--- src/rtl/pellet_tracker.sv ---
// rtl/pellet_tracker.sv - eat detection, score/pellet accounting and level respawn sequencing
module pellet_tracker #(
    parameter int N_COOKIES   = 64,
    parameter int POINTS      = 10,
    parameter int SCORE_W     = 16,
    parameter int CLEAR_DELAY = 60
) (
    input  logic                               Clk,
    input  logic                               Reset_n,
    input  logic                               Frame_tick,
    input  logic                               Start,
    input  logic [N_COOKIES-1:0]               Not_ate,
    output logic                               Cookie_reset,
    output logic [SCORE_W-1:0]                 Score,
    output logic [$clog2(N_COOKIES+1)-1:0]     Remaining,
    output logic [7:0]                         Level,
    output logic                               Eat_pulse,
    output logic                               Level_clear
);

    localparam int REM_W = $clog2(N_COOKIES + 1);
    localparam int SUM_W = SCORE_W + REM_W + $clog2(POINTS + 1);
    localparam int CNT_W = $clog2(CLEAR_DELAY + 1);

    typedef enum logic [2:0] {
        S_IDLE,
        S_RESPAWN,
        S_SETTLE,
        S_PLAY,
        S_CLEAR_WAIT
    } state_t;

    state_t                 r_state;
    logic [N_COOKIES-1:0]   r_not_ate_q;
    logic [SCORE_W-1:0]     r_score;
    logic [REM_W-1:0]       r_remaining;
    logic [7:0]             r_level;
    logic [CNT_W-1:0]       r_cnt;
    logic                   r_eat_pulse;
    logic                   r_level_clear;
    logic                   r_cookie_reset;

    logic [N_COOKIES-1:0]   w_eat_vec;
    logic [REM_W-1:0]       w_k;
    logic [SUM_W-1:0]       w_sum;
    logic [SCORE_W-1:0]     w_score_next;
    logic [REM_W-1:0]       w_rem_next;

    // Count cookies that vanished this cycle and form saturating score / floored remaining.
    always_comb begin
        w_eat_vec = r_not_ate_q & ~Not_ate;
        w_k       = '0;
        for (int i = 0; i < N_COOKIES; i++) begin
            w_k = w_k + REM_W'(w_eat_vec[i]);
        end
        w_sum        = SUM_W'(r_score) + SUM_W'(w_k) * SUM_W'(POINTS);
        w_score_next = (w_sum > SUM_W'({SCORE_W{1'b1}})) ? {SCORE_W{1'b1}} : w_sum[SCORE_W-1:0];
        w_rem_next   = (w_k >= r_remaining) ? '0 : r_remaining - w_k;
    end

    // Level sequencing FSM with all outputs registered.
    always_ff @(posedge Clk or negedge Reset_n) begin
        if (!Reset_n) begin
            r_state        <= S_IDLE;
            r_not_ate_q    <= '1;
            r_score        <= '0;
            r_remaining    <= '0;
            r_level        <= '0;
            r_cnt          <= '0;
            r_eat_pulse    <= 1'b0;
            r_level_clear  <= 1'b0;
            r_cookie_reset <= 1'b0;
        end else begin
            r_eat_pulse    <= 1'b0;
            r_cookie_reset <= 1'b0;
            r_not_ate_q    <= Not_ate;
            case (r_state)
                S_IDLE: begin
                    if (Start) begin
                        r_score        <= '0;
                        r_level        <= 8'd1;
                        r_cookie_reset <= 1'b1;
                        r_state        <= S_RESPAWN;
                    end
                end
                S_RESPAWN: begin
                    // Cookies are respawning; their flags may still be low, so mask them.
                    r_remaining <= REM_W'(N_COOKIES);
                    r_not_ate_q <= '1;
                    r_state     <= S_SETTLE;
                end
                S_SETTLE: begin
                    r_not_ate_q <= '1;
                    r_state     <= S_PLAY;
                end
                S_PLAY: begin
                    if (w_k != '0) begin
                        r_score     <= w_score_next;
                        r_remaining <= w_rem_next;
                        r_eat_pulse <= 1'b1;
                    end
                    if (r_remaining == '0) begin
                        r_level_clear <= 1'b1;
                        r_state       <= S_CLEAR_WAIT;
                    end
                end
                S_CLEAR_WAIT: begin
                    if (r_cnt == CNT_W'(CLEAR_DELAY)) begin
                        r_cnt          <= '0;
                        r_level        <= (r_level == 8'hFF) ? 8'hFF : r_level + 8'd1;
                        r_level_clear  <= 1'b0;
                        r_cookie_reset <= 1'b1;
                        r_state        <= S_RESPAWN;
                    end else if (Frame_tick) begin
                        r_cnt <= r_cnt + CNT_W'(1);
                    end
                end
                default: r_state <= S_IDLE;
            endcase
        end
    end

    assign Cookie_reset = r_cookie_reset;
    assign Score        = r_score;
    assign Remaining    = r_remaining;
    assign Level        = r_level;
    assign Eat_pulse    = r_eat_pulse;
    assign Level_clear  = r_level_clear;

endmodule

--- config.mk ---
export PLATFORM = sky130hd
export DESIGN_NAME = pellet_tracker
export DESIGN_NICKNAME = d
export VERILOG_FILES = /design/src/rtl/pellet_tracker.sv
export SDC_FILE = /design/constraint.sdc
export NUM_CORES = 1
export LEC_CHECK = 0
export ABC_AREA = 1
export CELL_PAD_IN_SITES_DETAIL_PLACEMENT = 0
export CELL_PAD_IN_SITES_GLOBAL_PLACEMENT = 1
export CORE_MARGIN = 2
export CORE_UTILIZATION = 42
export CTS_CLUSTER_DIAMETER = 40
export DETAILED_ROUTE_END_ITERATION = 7
export GPL_ROUTABILITY_DRIVEN = 0
export PLACE_DENSITY = 0.85
export SLEW_MARGIN = 10
export SYNTH_ARGS = -nofsm -noshare
export SYNTH_HDL_FRONTEND = slang
export SYNTH_SLANG_ARGS = --single-unit
--- constraint.sdc ---
create_clock -name Clk -period 10.7 [get_ports Clk]
set_input_delay 2.675 -clock Clk [delete_from_list [all_inputs] [get_ports Clk]]
set_output_delay 2.675 -clock Clk [all_outputs]
set_load 0.1 [all_outputs]
After elaboration in Yosys (flattened, before gate mapping)
Cells that the tools add are included.

storage, ports and cells
  register bits = 107
  bits of input ports = 68
  output and inout port bits = 34
  word-level logic and storage cells = 132

operators by class
  add/sub/neg operators = 67
  multiply operators = 1
  magnitude comparators = 2
  equality and inequality tests = 10
  multiplexer cells = 26
  bitwise gates (word level) = 2
  reductions and logical operators = 15

operators by type and width
  kind                    number
  $add A7 B1 Y7           57
  $and A64 B64 Y64        1
  $mux W64                1
  $not A64 Y64            1
  $mux W16                3
  $pmux W16 S2            1
  $mux W8                 3
  $add A16 B11 Y17        1
  $gt A17 B16 Y1 const B  1
  $pmux W8 S2             1
  $pmux W3 S5             1
  $mux W7                 2
  $pmux W7 S2             1
  $mux W6                 2
  $reduce_and A3 Y1       4
  $mul A7 B3 Y10 const B  1
  $reduce_bool A2 Y1      5
  $mux W3                 3
  $add A8 B1 Y8 const B   1
  $eq A8 B8 Y1 const B    1
  $ne A2 B2 Y1 const B    4
  $add A6 B1 Y7           1
  $ge A7 B7 Y1            1
  $logic_not A7 Y1        1
  other kinds (17)        25

Longest topological paths before layout
Gate-level depths: netlist (run 1).

  depth after elaboration = 71
  gate-level depth with buffers = 42
  depth with buffers taken out = 42

Worst setup path after synthesis (run 1)
OpenSTA, ideal clock, no wires.

  kind = in2reg
  start point = input port Not_ate[35]
  end point = register r_score[15] (netlist: Score[15])
  setup time = 84 ps
  data arrival time = 10499 ps
  required time = 10616 ps
  path slack = 117 ps
  stages = 37
  buffers on the path = 0
  path through = inv_1 > nand2_1 > fa_1 > inv_1 > fa_1 > fa_1 > inv_1 > fa_1 > inv_1 > fa_1 > fa_1 > fa_1 > inv_1 > fa_1 > inv_1 > ha_1 > nand2_1 > o21bai_2 > xor2_2 > inv_1 > ha_1 > ha_1 > fa_1 > nand3_1 > nand2_1 > xor2_1 > ha_1 > nand2_1 > o21ai_0 > a21oi_1 > nand2_1 > nand2_1 > nor2_2 > inv_2 > nand3_1 > nand2_1 > o21ai_0

between the ends
  longest elaborated chain between the ends = 37
  elaborated cells on any way between the ends = 40
  those cells by class = 30 x add/sub; 1 x mul; 1 x order compare; 1 x eq/ne; 3 x mux; 2 x bitwise; 2 x reduce/logical

ends and longest elaborated chain
  item                              line  text
  start, declared                   12    input logic [N_COOKIES-1:0] Not_ate,
  $not A64 Y64 (*)                  51    w_eat_vec = r_not_ate_q & ~Not_ate;
  $and A64 B64 Y64 (*)              51
  $add A7 B1 Y7 (*) (29 in series)  54    w_k = w_k + REM_W'(w_eat_vec[i]);
  $mul A7 B3 Y10                    56    w_sum = SUM_W'(r_score) + SUM_W'(w_k) * SUM_W'(POINTS);
  $add A16 B11 Y17                  56
  $gt A17 B16 Y1                    57    w_score_next = (w_sum > SUM_W'({SCORE_W{1'b1}})) ? {SCORE_W{1'b1}} : w_sum[SCORE_W-1:0];
  $mux W16                          57
  $mux W16                          97    if (w_k != '0) begin
  $pmux W16 S2                      77    case (r_state)
  end signal, assigned              98    r_score <= w_score_next;
  end, declared                     35    logic [SCORE_W-1:0] r_score;

Mark *: on every way between the ends. The rest lies on a longest branch, timed or not. The select of a mux whose other input is x is not followed.
A chain may end at the register's enable or synchronous reset.

Final worst setup path (run 1)
  start point = input port Not_ate[45]
  end point = register r_score[8] (netlist: Score[8])

between the ends
  longest elaborated chain between the ends = 27
  elaborated cells on any way between the ends = 30
  those cells by class = 20 x add/sub; 1 x mul; 1 x order compare; 1 x eq/ne; 3 x mux; 2 x bitwise; 2 x reduce/logical

ends and longest elaborated chain
  item                              line
  $not A64 Y64 (*)                  51
  $and A64 B64 Y64 (*)              51
  $add A7 B1 Y7 (*) (19 in series)  54
  $mul A7 B3 Y10                    56
  $add A16 B11 Y17                  56
  $gt A17 B16 Y1                    57
  $mux W16                          57
  $mux W16                          97
  $pmux W16 S2                      77

Marks and branches as above.

==> results of run 1 <==
-- cells in the final DEF (no fill, tap or decap), types with 4 or more instances in the layout --
cell / Yosys / layout
sky130_fd_sc_hd__nand2_1: 175 / 159
sky130_fd_sc_hd__inv_1: 172 / 154
sky130_fd_sc_hd__buf_4: 1 / 70
sky130_fd_sc_hd__clkdlybuf4s50_1: 0 / 67
sky130_fd_sc_hd__dfstp_2: 64 / 64
sky130_fd_sc_hd__fa_1: 57 / 48
sky130_fd_sc_hd__dfrtp_1: 43 / 43
sky130_fd_sc_hd__nor2_1: 64 / 42
sky130_fd_sc_hd__ha_1: 42 / 37
sky130_fd_sc_hd__or2_2: 36 / 36
sky130_fd_sc_hd__dlymetal6s2s_1: 0 / 32
sky130_fd_sc_hd__nand3_1: 35 / 31
sky130_fd_sc_hd__o21ai_0: 38 / 31
sky130_fd_sc_hd__a21oi_1: 29 / 24
sky130_fd_sc_hd__nor2_2: 3 / 23
sky130_fd_sc_hd__inv_2: 5 / 23
sky130_fd_sc_hd__nand2_2: 3 / 15
sky130_fd_sc_hd__xor2_1: 11 / 10
sky130_fd_sc_hd__nor3_1: 9 / 9
sky130_fd_sc_hd__fa_2: 0 / 9
sky130_fd_sc_hd__clkbuf_16: 0 / 9
sky130_fd_sc_hd__o21ai_1: 0 / 6
sky130_fd_sc_hd__a21oi_2: 1 / 5
sky130_fd_sc_hd__nand4_1: 4 / 4
sky130_fd_sc_hd__nand2_4: 0 / 4
sky130_fd_sc_hd__nand3_2: 1 / 4
sky130_fd_sc_hd__o21ai_2: 3 / 4
sky130_fd_sc_hd__ha_4: 0 / 4
-- registers in the layout, summed over array words and instances, names as in the netlist --
signal and flops:
r_not_ate_q 64, Score 16, Cookie_reset 1, Level 8, Eat_pulse 1, Level_clear 1
Remaining 7, r_cnt 6, r_state 3
-- area by class of cell --
cell class	count	area, µm²	share of cell area [%]
clock buffer	9	225.2	2.319
multi-input combinational	533	4059	41.79
inverter	178	668.1	6.880
timing repair buffer	172	1624	16.72
tap	220	275.3	2.834
sequential	107	2758	28.39
clock inverter	7	102.6	1.056
-- repair_timing --
action / CTS / global route
resized for setup: 24 / 115
hold buffers: 0 / 0
setup endpoints to repair: 16 / 16
pin swaps: 20 / 61
buffers inserted: 6 / 10
-- worst max-delay path: cells and delay by family --
kind                       cells  cell delay (ns)
adders and majority gates     12             5.08
AOI/OAI and AO/OA              6             0.79
buffers and inverters          9             0.84
and+or+nand+nor                9             0.87
xor gates and xnor gates       2             0.41
-- routing by layer --
layer,up-vias,GRT usage [%],share of wire (%)
li1,2852,-,-
met1,2645,26.63,48
met2,82,29.16,47
met3,21,2.469,2.8
met4,0,6.481,1.7
met5,-,0,0
-- cells by family after synthesis --
family	count (synthesis)
AO/OA/AOI/OAI	81
XOR/XNOR	16
buffers and inverters	187
flip-flops	107
AND/OR/NAND/NOR	336
multiplexers	1
adder cells (fa/ha/maj)	99
-- per-stage QoR --
step	setup TNS, ns	std cells	utilization [%]	setup WS (ns)	instance area (µm²)
after floorplan	0	827	-	0.1167	7224
after global placement	-8.339	1194	53.14	-0.5968	8875
after detailed placement	-10.58	1194	53.14	-0.7532	8875
after CTS	0	1216	55.87	0.001947	9331
after global routing	-0.5809	1226	58.15	-0.08101	9712
final	0	1226	58.15	0.2811	9712
-- path summary, 6_finish.rpt --
path,cells after the start,end,slack (ns)
max reg2reg,36,Score[8],2.23
min in group asynchronous,1,Score[12],2.25
max in group asynchronous,2,r_cnt[1],7.16
min,1,r_cnt[5],0.49
max,38,Score[8],0.28
min reg2reg,1,r_cnt[5],0.49
==> impl_metrics.prom, run 1 <==
# TYPE chip_impl_metric gauge
chip_impl_metric{name="critical_path_arrival",unit="ns"} 10.68
chip_impl_metric{name="yosys.area_share.adder",unit="%"} 23.07
chip_impl_metric{name="synth_compound_area_share",unit="%"} 6.460
chip_impl_metric{name="timing.final.crit_share",unit="%"} 97.37
chip_impl_metric{name="core_area",unit="µm²"} 16700
chip_impl_info{name="path_class",value="input port to register"} 1
chip_impl_metric{name="routed_wirelength",unit="µm"} 16450
chip_impl_metric{name="design.die.area",unit="µm²"} 18270
chip_impl_metric{name="core.rowCount",unit=""} 47
chip_impl_metric{name="die_width",unit="µm"} 135.2
chip_impl_info{name="postSynth.topFlopCell",value="sky130_fd_sc_hd__dfstp_2"} 1
chip_impl_info{name="crit_path_end_kind",value="register"} 1
chip_impl_info{name="cts_tree",value="yes"} 1
chip_impl_metric{name="nNetsFinal",unit=""} 1168
chip_impl_metric{name="synth.ff_latch_count",unit=""} 107
chip_impl_metric{name="syn-mean-instance-area",unit="µm²"} 8.736
chip_impl_metric{name="port_buffers",unit=""} 101
chip_impl_metric{name="num_io_pins",unit=""} 102
chip_impl_metric{name="effective_utilization_at_floorplan",unit="%"} 43.26
chip_impl_metric{name="htreeDepth",unit=""} 3
chip_impl_metric{name="dr.pass1.iters",unit=""} 4
chip_impl_metric{name="clock_sinks",unit=""} 107
chip_impl_metric{name="timing.critical_path.fanout_max",unit=""} 5
chip_impl_metric{name="timing.final.setup_violations",unit=""} 0
chip_impl_metric{name="drv_cap",unit=""} 0
chip_impl_metric{name="maxSlewViolCount",unit=""} 0
chip_impl_metric{name="fraction_of_synthesized_area_in_multiplexers",unit="%"} 0.1386
chip_impl_info{name="synth_area_leader_cell",value="sky130_fd_sc_hd__dfstp_2"} 1
chip_impl_info{name="critical_path.slowest_cell",value="sky130_fd_sc_hd__fa_1"} 1
chip_impl_metric{name="clkSlewWorstSetupHoldPaths",unit="ns"} 0.08
chip_impl_metric{name="hold_viol_final",unit=""} 0
chip_impl_metric{name="ctsLongestPathBuffers",unit=""} 2
chip_impl_metric{name="cts_bufs_inserted",unit=""} 9
chip_impl_metric{name="synth_area",unit="µm²"} 7224
chip_impl_metric{name="yosys.area_share.xor_xnor",unit="%"} 2.044
chip_impl_metric{name="grt_pass1_vias",unit=""} 5590
chip_impl_metric{name="top_area_cell_type_share_of_the_netlist_area",unit="%"} 23.28
chip_impl_metric{name="post_synth_inst_count",unit=""} 827
chip_impl_metric{name="worstPathRequired",unit="ns"} 10.96
chip_impl_metric{name="viasPerCell",unit=""} 4.568
chip_impl_metric{name="area_growth",unit="%"} 34.43
chip_impl_metric{name="synth_simple_gate_area_share",unit="%"} 20.23
chip_impl_info{name="worst_setup_path_start",value="Not_ate[45]"} 1
chip_impl_metric{name="post_synth_edffs",unit=""} 0
chip_impl_metric{name="drt_wl_cell",unit="µm"} 13.42
chip_impl_info{name="synth.most_common_cell",value="sky130_fd_sc_hd__nand2_1"} 1
chip_impl_metric{name="highest_clock_rate",unit="GHz"} 0.09598
chip_impl_metric{name="diodes",unit=""} 0
chip_impl_metric{name="route.detailed.drc",unit=""} 0
chip_impl_info{name="netlist_top_cells_area",value="sky130_fd_sc_hd__dfstp_2 23%, sky130_fd_sc_hd__fa_1 16%, sky130_fd_sc_hd__dfrtp_1 15%"} 1
chip_impl_metric{name="cp_slowest_stage_delay",unit="ns"} 0.57
chip_impl_metric{name="clock_latency",unit="ns"} 0.37
chip_impl_metric{name="grt_remaining_overflow",unit=""} 0
chip_impl_info{name="main_combinational_cell_family_by_area_after_synthesis",value="adder cells"} 1
chip_impl_metric{name="global_route_wire_length_before_repair",unit="µm"} 26700
chip_impl_info{name="start_kind",value="input port"} 1
chip_impl_metric{name="synthDistinctLibCells",unit=""} 38
chip_impl_metric{name="final.min_clock_period",unit="ns"} 10.42
chip_impl_metric{name="layout_fillers",unit=""} 1474
chip_impl_metric{name="die_h",unit="µm"} 135.2
chip_impl_info{name="worst_hold_path_type",value="register to register"} 1
chip_impl_metric{name="synth-warning-count",unit=""} 0
chip_impl_metric{name="grt_antenna_before_repair",unit=""} 0
chip_impl_metric{name="synth_fp_nets",unit=""} 994
chip_impl_metric{name="grt_start_max_net_pins",unit=""} 76
chip_impl_metric{name="hold_ws",unit="ns"} 0.4874
chip_impl_metric{name="ant_nets",unit=""} 0
chip_impl_info{name="hold_path_startpoint",value="r_cnt[5]"} 1
chip_impl_metric{name="async_flop_share",unit="%"} 100.0
chip_impl_metric{name="routed-via-count",unit=""} 5600
chip_impl_metric{name="gr-usage-all-layers",unit="%"} 18.57
chip_impl_metric{name="violation_count_after_the_first_detailed_route_iteration",unit=""} 211
chip_impl_info{name="cts_root_buffer",value="sky130_fd_sc_hd__clkbuf_16"} 1
chip_impl_metric{name="clock_skew",unit="ns"} 0.01241
chip_impl_metric{name="worst_pin_slew",unit="ns"} 1.068
chip_impl_metric{name="dp.final_hpwl",unit="µm"} 12200
chip_impl_metric{name="drive_gt1_share",unit="%"} 29.22
chip_impl_metric{name="seq_area_frac_synth",unit="%"} 38.17
chip_impl_info{name="netlist_top_cells_count",value="175 x sky130_fd_sc_hd__nand2_1, 172 x sky130_fd_sc_hd__inv_1, 64 x sky130_fd_sc_hd__dfstp_2, 64 x sky130_fd_sc_hd__nor2_1, 57 x sky130_fd_sc_hd__fa_1"} 1
chip_impl_metric{name="slew-limit-headroom",unit="%"} 28.35
chip_impl_info{name="worstReg2RegStart",value="r_not_ate_q[41]"} 1
chip_impl_info{name="timing.critical_path.mode_cell",value="sky130_fd_sc_hd__fa_1"} 1
chip_impl_info{name="status",value="finished clean"} 1
Power of run 1 is not shown: default switching activity piles up to over one toggle a cycle in this logic, so the estimate is an artifact.
==> inputs of run 2 (changes only) <==
- clock period: 10.7 -> 11.1 ns (I/O delays scaled with it)
==> impl_metrics.prom, run 2 (synthesis results as in run 1) <==
# TYPE chip_impl_metric gauge
chip_impl_info{name="status",value="finished clean"} 1
chip_impl_metric{name="timing.final.crit_share",unit="%"} 97.32
chip_impl_metric{name="cts_bufs_inserted",unit=""} 9
chip_impl_info{name="critical_path.slowest_cell",value="sky130_fd_sc_hd__fa_1"} 1
chip_impl_metric{name="clock_sinks",unit=""} 107
chip_impl_info{name="cts_root_buffer",value="sky130_fd_sc_hd__clkbuf_16"} 1
chip_impl_metric{name="largest_reg_flops",unit=""} 64
chip_impl_metric{name="ant_nets",unit=""} 0
chip_impl_info{name="highest-signal-layer",value="met4"} 1
chip_impl_metric{name="worstPathRequired",unit="ns"} 11.39
chip_impl_metric{name="port_buffers",unit=""} 101
chip_impl_metric{name="global_route_wire_length_before_repair",unit="µm"} 26610
chip_impl_metric{name="drt_wl_cell",unit="µm"} 13.25
chip_impl_info{name="path_class",value="input port to register"} 1
chip_impl_info{name="start_kind",value="input port"} 1
chip_impl_metric{name="fin_cells",unit=""} 1211
chip_impl_metric{name="postPlaceCellArea",unit="µm²"} 8845
chip_impl_metric{name="viasPerCell",unit=""} 4.607
chip_impl_metric{name="multiInputGateArea",unit="µm²"} 3894
chip_impl_metric{name="critical_path_arrival",unit="ns"} 11.10
chip_impl_metric{name="pre_cts_slack",unit="ns"} -0.4399
chip_impl_metric{name="dr.pass1.iters",unit=""} 4
chip_impl_metric{name="worst_pin_slew",unit="ns"} 1.084
chip_impl_metric{name="grt_start_max_net_pins",unit=""} 76
chip_impl_metric{name="layout.cell_area.non_filler",unit="µm²"} 9318
chip_impl_metric{name="core_area",unit="µm²"} 16700
chip_impl_metric{name="nNetsFinal",unit=""} 1153
chip_impl_metric{name="layout.area.seq",unit="µm²"} 2758
chip_impl_metric{name="timing.final.setup_violations",unit=""} 0
chip_impl_metric{name="final.setup.worst_slack",unit="ns"} 0.2973
chip_impl_metric{name="drv_cap",unit=""} 0
chip_impl_metric{name="drt-met1-wl",unit="µm"} 7383
chip_impl_metric{name="highest_clock_rate",unit="GHz"} 0.09257
chip_impl_metric{name="cp_slowest_stage_delay",unit="ns"} 0.55
chip_impl_metric{name="grt_pass1_vias",unit=""} 5714
chip_impl_metric{name="layout_fillers",unit=""} 1543
chip_impl_metric{name="effective_utilization_at_floorplan",unit="%"} 43.26
chip_impl_metric{name="grt_remaining_overflow",unit=""} 0
chip_impl_metric{name="grt_antenna_before_repair",unit=""} 0
chip_impl_metric{name="clock_skew",unit="ns"} 0.007811
chip_impl_info{name="cp_top_family",value="adder cells"} 1
chip_impl_metric{name="drive_gt1_share",unit="%"} 23.92
chip_impl_info{name="cts_tree",value="yes"} 1
chip_impl_metric{name="met3_wirelength",unit="µm"} 630
chip_impl_metric{name="placed_cells_incl_taps",unit=""} 1190
chip_impl_info{name="mostFrequentLayoutCells",value="168 x sky130_fd_sc_hd__nand2_1, 165 x sky130_fd_sc_hd__inv_1, 100 x sky130_fd_sc_hd__clkdlybuf4s50_1, 64 x sky130_fd_sc_hd__dfstp_2, 56 x sky130_fd_sc_hd__buf_4"} 1
chip_impl_info{name="regMostFlops",value="r_not_ate_q"} 1
chip_impl_metric{name="timing.critical_path.fanout_max",unit=""} 6
chip_impl_metric{name="num_io_pins",unit=""} 102
chip_impl_metric{name="hold_ws",unit="ns"} 0.4803
chip_impl_metric{name="core.rowCount",unit=""} 47
chip_impl_metric{name="timing.hold.worst_path_depth",unit=""} 1
chip_impl_metric{name="timing.critical_path.buf_inv",unit=""} 10
chip_impl_info{name="layout_commonest_cell",value="sky130_fd_sc_hd__nand2_1"} 1
chip_impl_metric{name="die_width",unit="µm"} 135.2
chip_impl_metric{name="diodes",unit=""} 0
chip_impl_info{name="worst_hold_path_type",value="register to register"} 1
chip_impl_metric{name="cts_hold_buf",unit=""} 0
chip_impl_metric{name="routed_wirelength",unit="µm"} 16050
chip_impl_metric{name="hold_viol_final",unit=""} 0
chip_impl_metric{name="rr_worst_depth",unit=""} 40
chip_impl_metric{name="dr_wl_met2",unit="µm"} 7859
chip_impl_metric{name="dp.final_hpwl",unit="µm"} 12340
chip_impl_metric{name="area_growth",unit="%"} 28.97
chip_impl_info{name="timing.critical_path.mode_cell",value="sky130_fd_sc_hd__fa_1"} 1
chip_impl_metric{name="maxSlewViolCount",unit=""} 0
chip_impl_metric{name="design.die.area",unit="µm²"} 18270
chip_impl_metric{name="cp_depth",unit=""} 42
chip_impl_metric{name="gr-usage-all-layers",unit="%"} 18.57
chip_impl_metric{name="routed-via-count",unit=""} 5579
chip_impl_metric{name="slew-limit-headroom",unit="%"} 27.31
chip_impl_metric{name="ctsLongestPathBuffers",unit=""} 2
chip_impl_metric{name="clock_latency",unit="ns"} 0.36
chip_impl_metric{name="htreeDepth",unit=""} 3
chip_impl_metric{name="die_h",unit="µm"} 135.2
chip_impl_info{name="crit_path_end_kind",value="register"} 1
chip_impl_metric{name="clkSlewWorstSetupHoldPaths",unit="ns"} 0.07
chip_impl_metric{name="route.detailed.drc",unit=""} 0
chip_impl_metric{name="final.min_clock_period",unit="ns"} 10.80
chip_impl_metric{name="violation_count_after_the_first_detailed_route_iteration",unit=""} 256
## run 2: cell types whose count changed in the layout (fill, tap and decap cells not counted), sizes merged
cell           before  now
buf                72   57
inv               181  180
dlymetal6s2s       32    0
bufinv              1    0
clkdlybuf4s50      67  100
clkinv              3    4
## run 2: final timing paths
| kind | startpoint | end | slack (ns) |
|---|---|---|---|
| hold reg to reg | r_cnt[5] | r_cnt[5] | 0.48 |
| setup / recovery | Not_ate[45] | Score[7] | 0.30 |
| max in group asynchronous | Reset_n | r_cnt[5] | 7.46 |
| setup reg to reg | r_not_ate_q[25] | Score[7] | 2.64 |
| min in group asynchronous | Reset_n | Score[12] | 2.35 |
| hold / removal | r_cnt[5] | r_cnt[5] | 0.48 |
## run 2: layout make-up
| type | instances | area share (%) |
|---|---|---|
| clock buffer | 10 | 2.457 |
| clock inverter | 6 | 0.6311 |
| sequential | 107 | 29.60 |
| multi-input combinational | 533 | 41.79 |
| inverter | 178 | 7.198 |
| tap | 220 | 2.954 |
| timing repair buffer | 157 | 15.38 |
## run 2: timing repair
item,in CTS,in global routing
setup buffers,0,5
pin swaps,0,28
setup endpoints to repair,7,16
gates resized for setup,3,52
## run 2: per-stage QoR
stage / TNS, ns / util, %
after floorplan: 0 / -
after global placement: -4.073 / 52.96
after detailed placement: -5.592 / 52.96
after CTS: 0 / 54.78
after global routing: -0.6190 / 55.79
final: 0 / 55.79
## run 2: per-layer routing
layer,up-vias,track usage [%]
met5,-,0
met4,0,5.208
met3,9,3.217
met2,91,31.02
met1,2657,25.08
li1,2822,-
Power of run 2 is left out for the same reason.
